## config.mk

```make
export PLATFORM = sky130hd
export DESIGN_NAME = hex_rotate_decoder
export DESIGN_NICKNAME = d
export VERILOG_FILES = /design/src/rtl/hex_rotate_decoder.sv
export SDC_FILE = /design/constraint.sdc
export NUM_CORES = 1
export LEC_CHECK = 0
export CORE_UTILIZATION = 55
export DETAILED_ROUTE_END_ITERATION = 16
export PLACE_DENSITY = 0.94
export SLEW_MARGIN = 20
export SYNTH_ARGS = -nofsm -noshare
export SYNTH_HDL_FRONTEND = slang
export SYNTH_SLANG_ARGS = --single-unit
```

## constraint.sdc

```tcl
create_clock -name CLOCK_50 -period 10.16 [get_ports CLOCK_50]
set_input_delay 1.524 -clock CLOCK_50 [delete_from_list [all_inputs] [get_ports CLOCK_50]]
set_output_delay 1.524 -clock CLOCK_50 [all_outputs]
set_load 0.03 [all_outputs]
```

## src/rtl/hex_rotate_decoder.sv

```systemverilog
// hex_rotate_decoder
// Reads back the four active-low 7-segment buses driven by the rotating
// "0 1 E d" display logic, recovers the 2-bit rotation select, and reports it
// only after the same legal frame has been seen STABLE_CYCLES times in a row.
// Frames that are not a legal rotation drive the FAULT state and ERR.
// Optional build macro: HEXDEC_STICKY_ERR_EN -- ERR latches on any FAULT entry
// and holds until RESET. The state machine itself is unaffected.

module hex_rotate_decoder #(
   parameter int STABLE_CYCLES = 4,
   parameter int CNT_W         = 8
) (
   input  logic             CLOCK_50,
   input  logic             RESET,
   input  logic [6:0]       HEX0,
   input  logic [6:0]       HEX1,
   input  logic [6:0]       HEX2,
   input  logic [6:0]       HEX3,
   output logic [1:0]       SEL,
   output logic             SEL_VALID,
   output logic             SEL_CHANGE,
   output logic             ERR,
   output logic [CNT_W-1:0] CHANGE_CNT
);

   localparam int               RUN_W      = $clog2(STABLE_CYCLES + 1);
   localparam logic [RUN_W-1:0] RUN_ONE    = RUN_W'(1);
   localparam logic [RUN_W-1:0] RUN_TARGET = RUN_W'(STABLE_CYCLES);
   localparam logic [CNT_W-1:0] CNT_MAX    = {CNT_W{1'b1}};

   // Active-low glyphs, bit 0 = segment a.
   localparam logic [6:0] GLYPH_0 = 7'b1000000;
   localparam logic [6:0] GLYPH_1 = 7'b1111001;
   localparam logic [6:0] GLYPH_E = 7'b0000110;
   localparam logic [6:0] GLYPH_D = 7'b0100001;

   typedef enum logic [1:0] {
      ACQUIRE,
      SETTLE,
      LOCKED,
      FAULT
   } state_t;

   // Glyph shown at position p of the base sequence d,E,1,0. Select s puts
   // sequence entry (i+s) mod 4 on HEXi, so HEX0 alone names the select.
   function automatic logic [6:0] glyph_at(input logic [1:0] pos);
      case (pos)
         2'd0:    glyph_at = GLYPH_D;
         2'd1:    glyph_at = GLYPH_E;
         2'd2:    glyph_at = GLYPH_1;
         2'd3:    glyph_at = GLYPH_0;
      endcase
   endfunction

   logic [6:0]       hex0_r, hex1_r, hex2_r, hex3_r;
   logic             hex_vld;
   logic [1:0]       cand;
   logic             glyph_known;
   logic             frame_ok;
   logic             frame_bad;

   state_t           state, state_next;
   logic [1:0]       held, held_next;
   logic [RUN_W-1:0] run, run_next;
   logic             locked_once;
   logic             lock_now;

   logic [1:0]       sel_next;
   logic             valid_next;
   logic             change_next;
   logic             err_next;
   logic [CNT_W-1:0] cnt_next;

   // Input stage: one register on every bus; hex_vld marks that a real frame
   // has been captured since reset so the cleared register is never judged.
   always_ff @(posedge CLOCK_50) begin
      // NOTE: sequential state uses non-blocking assignments so every register
      // samples the pre-edge values; combinational blocks use blocking ones.
      if (RESET) begin
         hex0_r  <= '0;
         hex1_r  <= '0;
         hex2_r  <= '0;
         hex3_r  <= '0;
         hex_vld <= 1'b0;
      end else begin
         hex0_r  <= HEX0;
         hex1_r  <= HEX1;
         hex2_r  <= HEX2;
         hex3_r  <= HEX3;
         hex_vld <= 1'b1;
      end
   end

   // Decode the registered frame into a candidate select and a legality flag.
   always_comb begin
      // NOTE: every variable gets a default before any branch, otherwise an
      // uncovered path would hold its old value and infer a latch.
      cand        = 2'd0;
      glyph_known = 1'b1;
      case (hex0_r)
         GLYPH_D: cand = 2'd0;
         GLYPH_E: cand = 2'd1;
         GLYPH_1: cand = 2'd2;
         GLYPH_0: cand = 2'd3;
         default: glyph_known = 1'b0;
      endcase
      frame_ok  = hex_vld && glyph_known
                  && (hex1_r == glyph_at(cand + 2'd1))
                  && (hex2_r == glyph_at(cand + 2'd2))
                  && (hex3_r == glyph_at(cand + 2'd3));
      frame_bad = hex_vld && !frame_ok;
   end

   // Next-state logic plus the next value of every registered output.
   always_comb begin
      state_next = state;
      held_next  = held;
      run_next   = run;

      case (state)
         ACQUIRE, FAULT: begin
            if (frame_ok) begin
               held_next  = cand;
               run_next   = RUN_ONE;
               state_next = SETTLE;
            end else if (frame_bad) begin
               state_next = FAULT;
            end
         end
         SETTLE: begin
            if (frame_ok) begin
               if (cand == held) begin
                  run_next = run + RUN_ONE;
               end else begin
                  held_next = cand;
                  run_next  = RUN_ONE;
               end
            end else if (frame_bad) begin
               state_next = FAULT;
            end
         end
         LOCKED: begin
            if (frame_ok && (cand != SEL)) begin
               held_next  = cand;
               run_next   = RUN_ONE;
               state_next = SETTLE;
            end else if (frame_bad) begin
               state_next = FAULT;
            end
         end
      endcase

      // A run that reaches the target locks on the same edge, which also
      // covers STABLE_CYCLES == 1 where the entry value already qualifies.
      lock_now = (state_next == SETTLE) && (run_next == RUN_TARGET);
      if (lock_now) begin
         state_next = LOCKED;
      end

      sel_next    = SEL;
      valid_next  = (state_next == LOCKED);
      change_next = 1'b0;
      cnt_next    = CHANGE_CNT;
      if (lock_now) begin
         sel_next = held_next;
         if ((held_next != SEL) || !locked_once) begin
            change_next = 1'b1;
            if (CHANGE_CNT != CNT_MAX) begin
               cnt_next = CHANGE_CNT + CNT_W'(1);
            end
         end
      end

`ifdef HEXDEC_STICKY_ERR_EN
      err_next = ERR || (state_next == FAULT);
`else
      err_next = (state_next == FAULT);
`endif
   end

   // State, run tracking and output registers.
   always_ff @(posedge CLOCK_50) begin
      if (RESET) begin
         state       <= ACQUIRE;
         held        <= 2'd0;
         run         <= '0;
         locked_once <= 1'b0;
         SEL         <= 2'd0;
         SEL_VALID   <= 1'b0;
         SEL_CHANGE  <= 1'b0;
         ERR         <= 1'b0;
         CHANGE_CNT  <= '0;
      end else begin
         state       <= state_next;
         held        <= held_next;
         run         <= run_next;
         locked_once <= locked_once || lock_now;
         SEL         <= sel_next;
         SEL_VALID   <= valid_next;
         SEL_CHANGE  <= change_next;
         ERR         <= err_next;
         CHANGE_CNT  <= cnt_next;
      end
   end

endmodule

```

==> impl_summary.md <==
Die
In this run the core area contains 22 standard-cell rows. The floorplan step defined a die boundary enclosing 4338 sq um. The die is about 66 microns wide. 43 I/O pins were placed.

The core region is 3799 sq um. The die span in y is 65.87 microns. The initial core utilization is approximately 59%.

STA
The total count of max-transition violations in the final report was 0. The count of final hold-check violations is 0. Measured against its own limit, the worst slew margin works out to 57.45%.

The final critical path takes up 46.24% of the cycle. The count of endpoints failing setup in the final report is 0. After routing, the total negative slack on setup checks comes to 0 ns. Setup repair after global routing left no endpoint under its margin. The clock skew is 0.003519 ns.

The transition time of the tightest slew-check pin is approximately 0.64 ns. Derived from the worst setup path, the maximum achievable clock frequency is approximately 210 MHz. The final period demand of the worst path is roughly 4.7 ns.

Clocking
The level count of the clock H-tree is 2. The number of hold buffers added after CTS was 0. The clock tree root buffer cell is sky130_fd_sc_hd__clkbuf_8.

Buffers inserted during clock tree synthesis total 5. After clock tree synthesis, the clock-pin slew on the worst setup and hold paths is approximately 0.090 ns. The clock latency of the later-clocked register in the worst-skew pair is 0.30 ns. TritonCTS built the clock tree.

Clock tree synthesis found a total of 50 sinks. No sink is reached through more buffers than the 2 on the longest clock path. The count of instances resized after the clock tree is built is 0. After clock tree synthesis, the setup repair step added 0 buffers.

GRT
The initial antenna violation count is 0. For this run, the total global-route usage over all layers was measured as 24.76%. Entering global routing, the biggest net connects 48 pins. The final global-route overflow total is 0. The number of global-route vias before repair is between 1500 and 2000. The global-route wire length before repair is 8.073 mm.

Flow run
Max-cap violations in this run came to 0.

Final layout
The total non-filler cell area in the finished layout is roughly 2800 sq um. The total inserted antenna cells is 0. Relative to the synthesized area, the layout overhead comes to 24.99%. Cells with a size suffix above 1 make up 6.835% of the layout. The number of nets in the layout is 315.

Synthesis
Counting flops with a built-in enable in the synthesized netlist gives 0. Summed over its instances, the top area cell type makes up 44.62% of the synthesized netlist area. The post-synth net total is 275. The area of the mapped netlist is roughly 2200 sq um. The leading area contributor after synthesis is sky130_fd_sc_hd__dfxtp_1.

The unique cell type count in the Yosys netlist is 57. The top flip-flop cell by instance count after synthesis is sky130_fd_sc_hd__dfxtp_1. The async set-or-reset flop fraction in the synthesized netlist is 0%. The number of warning messages in the yosys log is 0. In this run, synthesis produced a sequential element count of 50. Yosys attributes the largest share of cell area to sky130_fd_sc_hd__dfxtp_1 (45%), sky130_fd_sc_hd__nor2b_1 (8.9%), sky130_fd_sc_hd__ha_1 (4.5%), sky130_fd_sc_hd__nor3_1 (3.6%), sky130_fd_sc_hd__and3_1 (2.5%).

Each instance of the synthesized netlist takes up on average 9.466 sq um. The share of the Yosys chip area taken by registers is 44.62%. The number of instances in the synthesized netlist is around 240.

Setup path
The kind of end point of the critical path is a flop. The signal arrival time at the worst endpoint is 4.93 ns. The largest driver fanout on the critical path is 15. The worst setup path is launched from a flop. The critical path is of the flop to flop type. The required time of the critical path is ~10 ns. The worst setup slack for register-to-register paths is 5.46 ns.

Min path
The min-delay analysis places its worst path in the category flop to flop.

Route
In the routed layout, each cell is associated on average with a via count of 5.850. The uppermost layer routed is met4. The routed wire length per instance is 15.22 microns. After detailed routing, the number of remaining DRC violations is 0. The number of detailed-route iterations in the first pass is 4. The number of vias in the routed layout is 1907. The met1 routed wirelength after detailed routing is 2.073 mm. Wires add up to about 5.0 mm. The number of antenna-violating nets in the routed design is 0. Detailed routing placed a total of 311 microns of wire on met3. After the first detailed-routing iteration, the DRC count stood at 171. The met2 wire length is 2.527 mm.

Pwr
The switching power as a share of total power is 30.16%. Of the total power, the clock network draws 28.1%. The internal power of the cells totals 346.6 uW. Combinational cells account for 27.8% of the total power. Across the VDD grid, the largest voltage drop is about 0.11 mV. In this run the static leakage power is 0.001090 uW.

The power density over the cells is 177.0 nW/um^2. Sequential cells burn about 44% of the power. The analysis attributes to net switching a power of 149.7 uW.

Place
During placement, the flow inserted port buffers numbering 42. At the end of routability-driven placement, the weighted congestion stood at 0.9261. The post-DP HPWL is roughly 3.5 mm. The placed instance area is about 2700 sq um.

Status
The flow ran to the end, and the final reports show no timing, DRC or antenna violations.
==> cell usage after synthesis (4+ instances only) <==
cell type                  instances
sky130_fd_sc_hd__dfxtp_1          50
sky130_fd_sc_hd__nor2b_1          32
sky130_fd_sc_hd__nor3_1           16
sky130_fd_sc_hd__nor2_1           12
sky130_fd_sc_hd__and3_1            9
sky130_fd_sc_hd__clkbuf_1          8
sky130_fd_sc_hd__ha_1              8
sky130_fd_sc_hd__a21oi_1           7
sky130_fd_sc_hd__nand2_1           7
sky130_fd_sc_hd__inv_1             6
sky130_fd_sc_hd__nand3_1           5
sky130_fd_sc_hd__nor4_1            4
==> flip-flops by register name, summed over array words and instances, names as in the netlist, 3 cells and up <==
register	cells
run	3
CHANGE_CNT	8
hex3_r	7
hex2_r	7
hex0_r	7
hex1_r	7
==> critical path, cell delays in order (launching register included) <==
cell	delay, ns
sky130_fd_sc_hd__dfxtp_1	0.37
sky130_fd_sc_hd__nor4bb_1	0.37
sky130_fd_sc_hd__a22oi_1	0.30
sky130_fd_sc_hd__ha_1	0.37
sky130_fd_sc_hd__or3b_1	0.37
sky130_fd_sc_hd__a22o_1	0.20
sky130_fd_sc_hd__or4_4	0.52
sky130_fd_sc_hd__o31ai_2	0.36
sky130_fd_sc_hd__a21boi_1	0.14
sky130_fd_sc_hd__or4_4	0.51
sky130_fd_sc_hd__or2_1	0.42
sky130_fd_sc_hd__or4_1	0.55
sky130_fd_sc_hd__a21oi_1	0.15
==> placed cells by master, fill, tap and decap left out, types with 3 or more instances in the layout <==
cell | netlist | routed
sky130_fd_sc_hd__nor4_1 | 4 | 4
sky130_fd_sc_hd__a31oi_1 | 3 | 3
sky130_fd_sc_hd__and3_1 | 9 | 9
sky130_fd_sc_hd__o22ai_1 | 3 | 3
sky130_fd_sc_hd__o31ai_1 | 3 | 3
sky130_fd_sc_hd__o21a_1 | 3 | 3
sky130_fd_sc_hd__nand3_1 | 5 | 5
sky130_fd_sc_hd__or4_1 | 3 | 3
sky130_fd_sc_hd__nand2_1 | 7 | 7
sky130_fd_sc_hd__mux2i_1 | 3 | 3
sky130_fd_sc_hd__dfxtp_1 | 50 | 50
sky130_fd_sc_hd__and4_1 | 3 | 3
sky130_fd_sc_hd__nor2_1 | 12 | 12
sky130_fd_sc_hd__clkdlybuf4s50_1 | 0 | 42
sky130_fd_sc_hd__nand4_1 | 3 | 3
sky130_fd_sc_hd__a21oi_1 | 7 | 7
sky130_fd_sc_hd__nor2b_1 | 32 | 32
sky130_fd_sc_hd__xnor2_1 | 3 | 3
sky130_fd_sc_hd__ha_1 | 8 | 8
sky130_fd_sc_hd__inv_1 | 6 | 6
sky130_fd_sc_hd__nor3_1 | 16 | 16
sky130_fd_sc_hd__clkbuf_8 | 0 | 5
==> cells by family after synthesis <==
| group | share of synthesized area, % |
|---|---|
| simple gates | 30.28 |
| flops | 44.62 |
| xor+xnor | 1.562 |
| mux | 2.342 |
| fa+ha+maj | 4.462 |
| compound gates | 13.94 |
| buf+inv | 2.788 |
==> stage by stage <==
stage | worst slack (ns) | utilization, % | power [uW] | hold WS [ns] | cells
after detailed placement | 5.530 | 70.85 | 357.3 | 0.4559 | 318
after floorplan | 5.775 | - | 317.7 | 0.4320 | 237
after global placement | 5.645 | 70.85 | 354.8 | 0.4587 | 318
after CTS | 5.490 | 73.81 | 494.2 | 0.4693 | 326
final | 5.462 | 73.81 | 496.3 | 0.4683 | 326
after global routing | 5.222 | 73.81 | 521.4 | 0.5033 | 326
==> cell type report <==
class                      instances  area [sq um]
fill                             263         994.7
clock buffer                       5         68.82
multi-input combinational        171          1180
sequential                        50          1001
clock inverter                     3         43.79
tap                               48         60.06
timing repair buffer              43         427.9
inverter                           6         22.52
==> per-layer routing <==
| layer | global-route usage [%] | vias to the layer above |
|---|---|---|
| met5 | 0 | - |
| met3 | 4.655 | 4 |
| met1 | 29.12 | 881 |
| li1 | - | 944 |
| met2 | 42.60 | 78 |
| met4 | 12.23 | 0 |
==> power by group through the flow <==
stage	Sequential (uW)	Clock [uW]	Combinational, uW
floorplan	228	0	89.8
global placement	222	0	133
detailed placement	223	0	134
CTS	219	140	135
global route	220	150	151
finish	219	140	138
==> final timing paths <==
path,end,from,depth (start not counted)
max reg2reg,CHANGE_CNT[6]$_SDFFE_PP0P_,hex0_r[2]$_SDFF_PP0_,12
min,locked_once$_SDFF_PP0_,locked_once$_SDFF_PP0_,2
min reg2reg,locked_once$_SDFF_PP0_,locked_once$_SDFF_PP0_,2
max,CHANGE_CNT[6]$_SDFFE_PP0P_,hex0_r[2]$_SDFF_PP0_,12
Note: power is estimated with default switching activity, not from simulation.
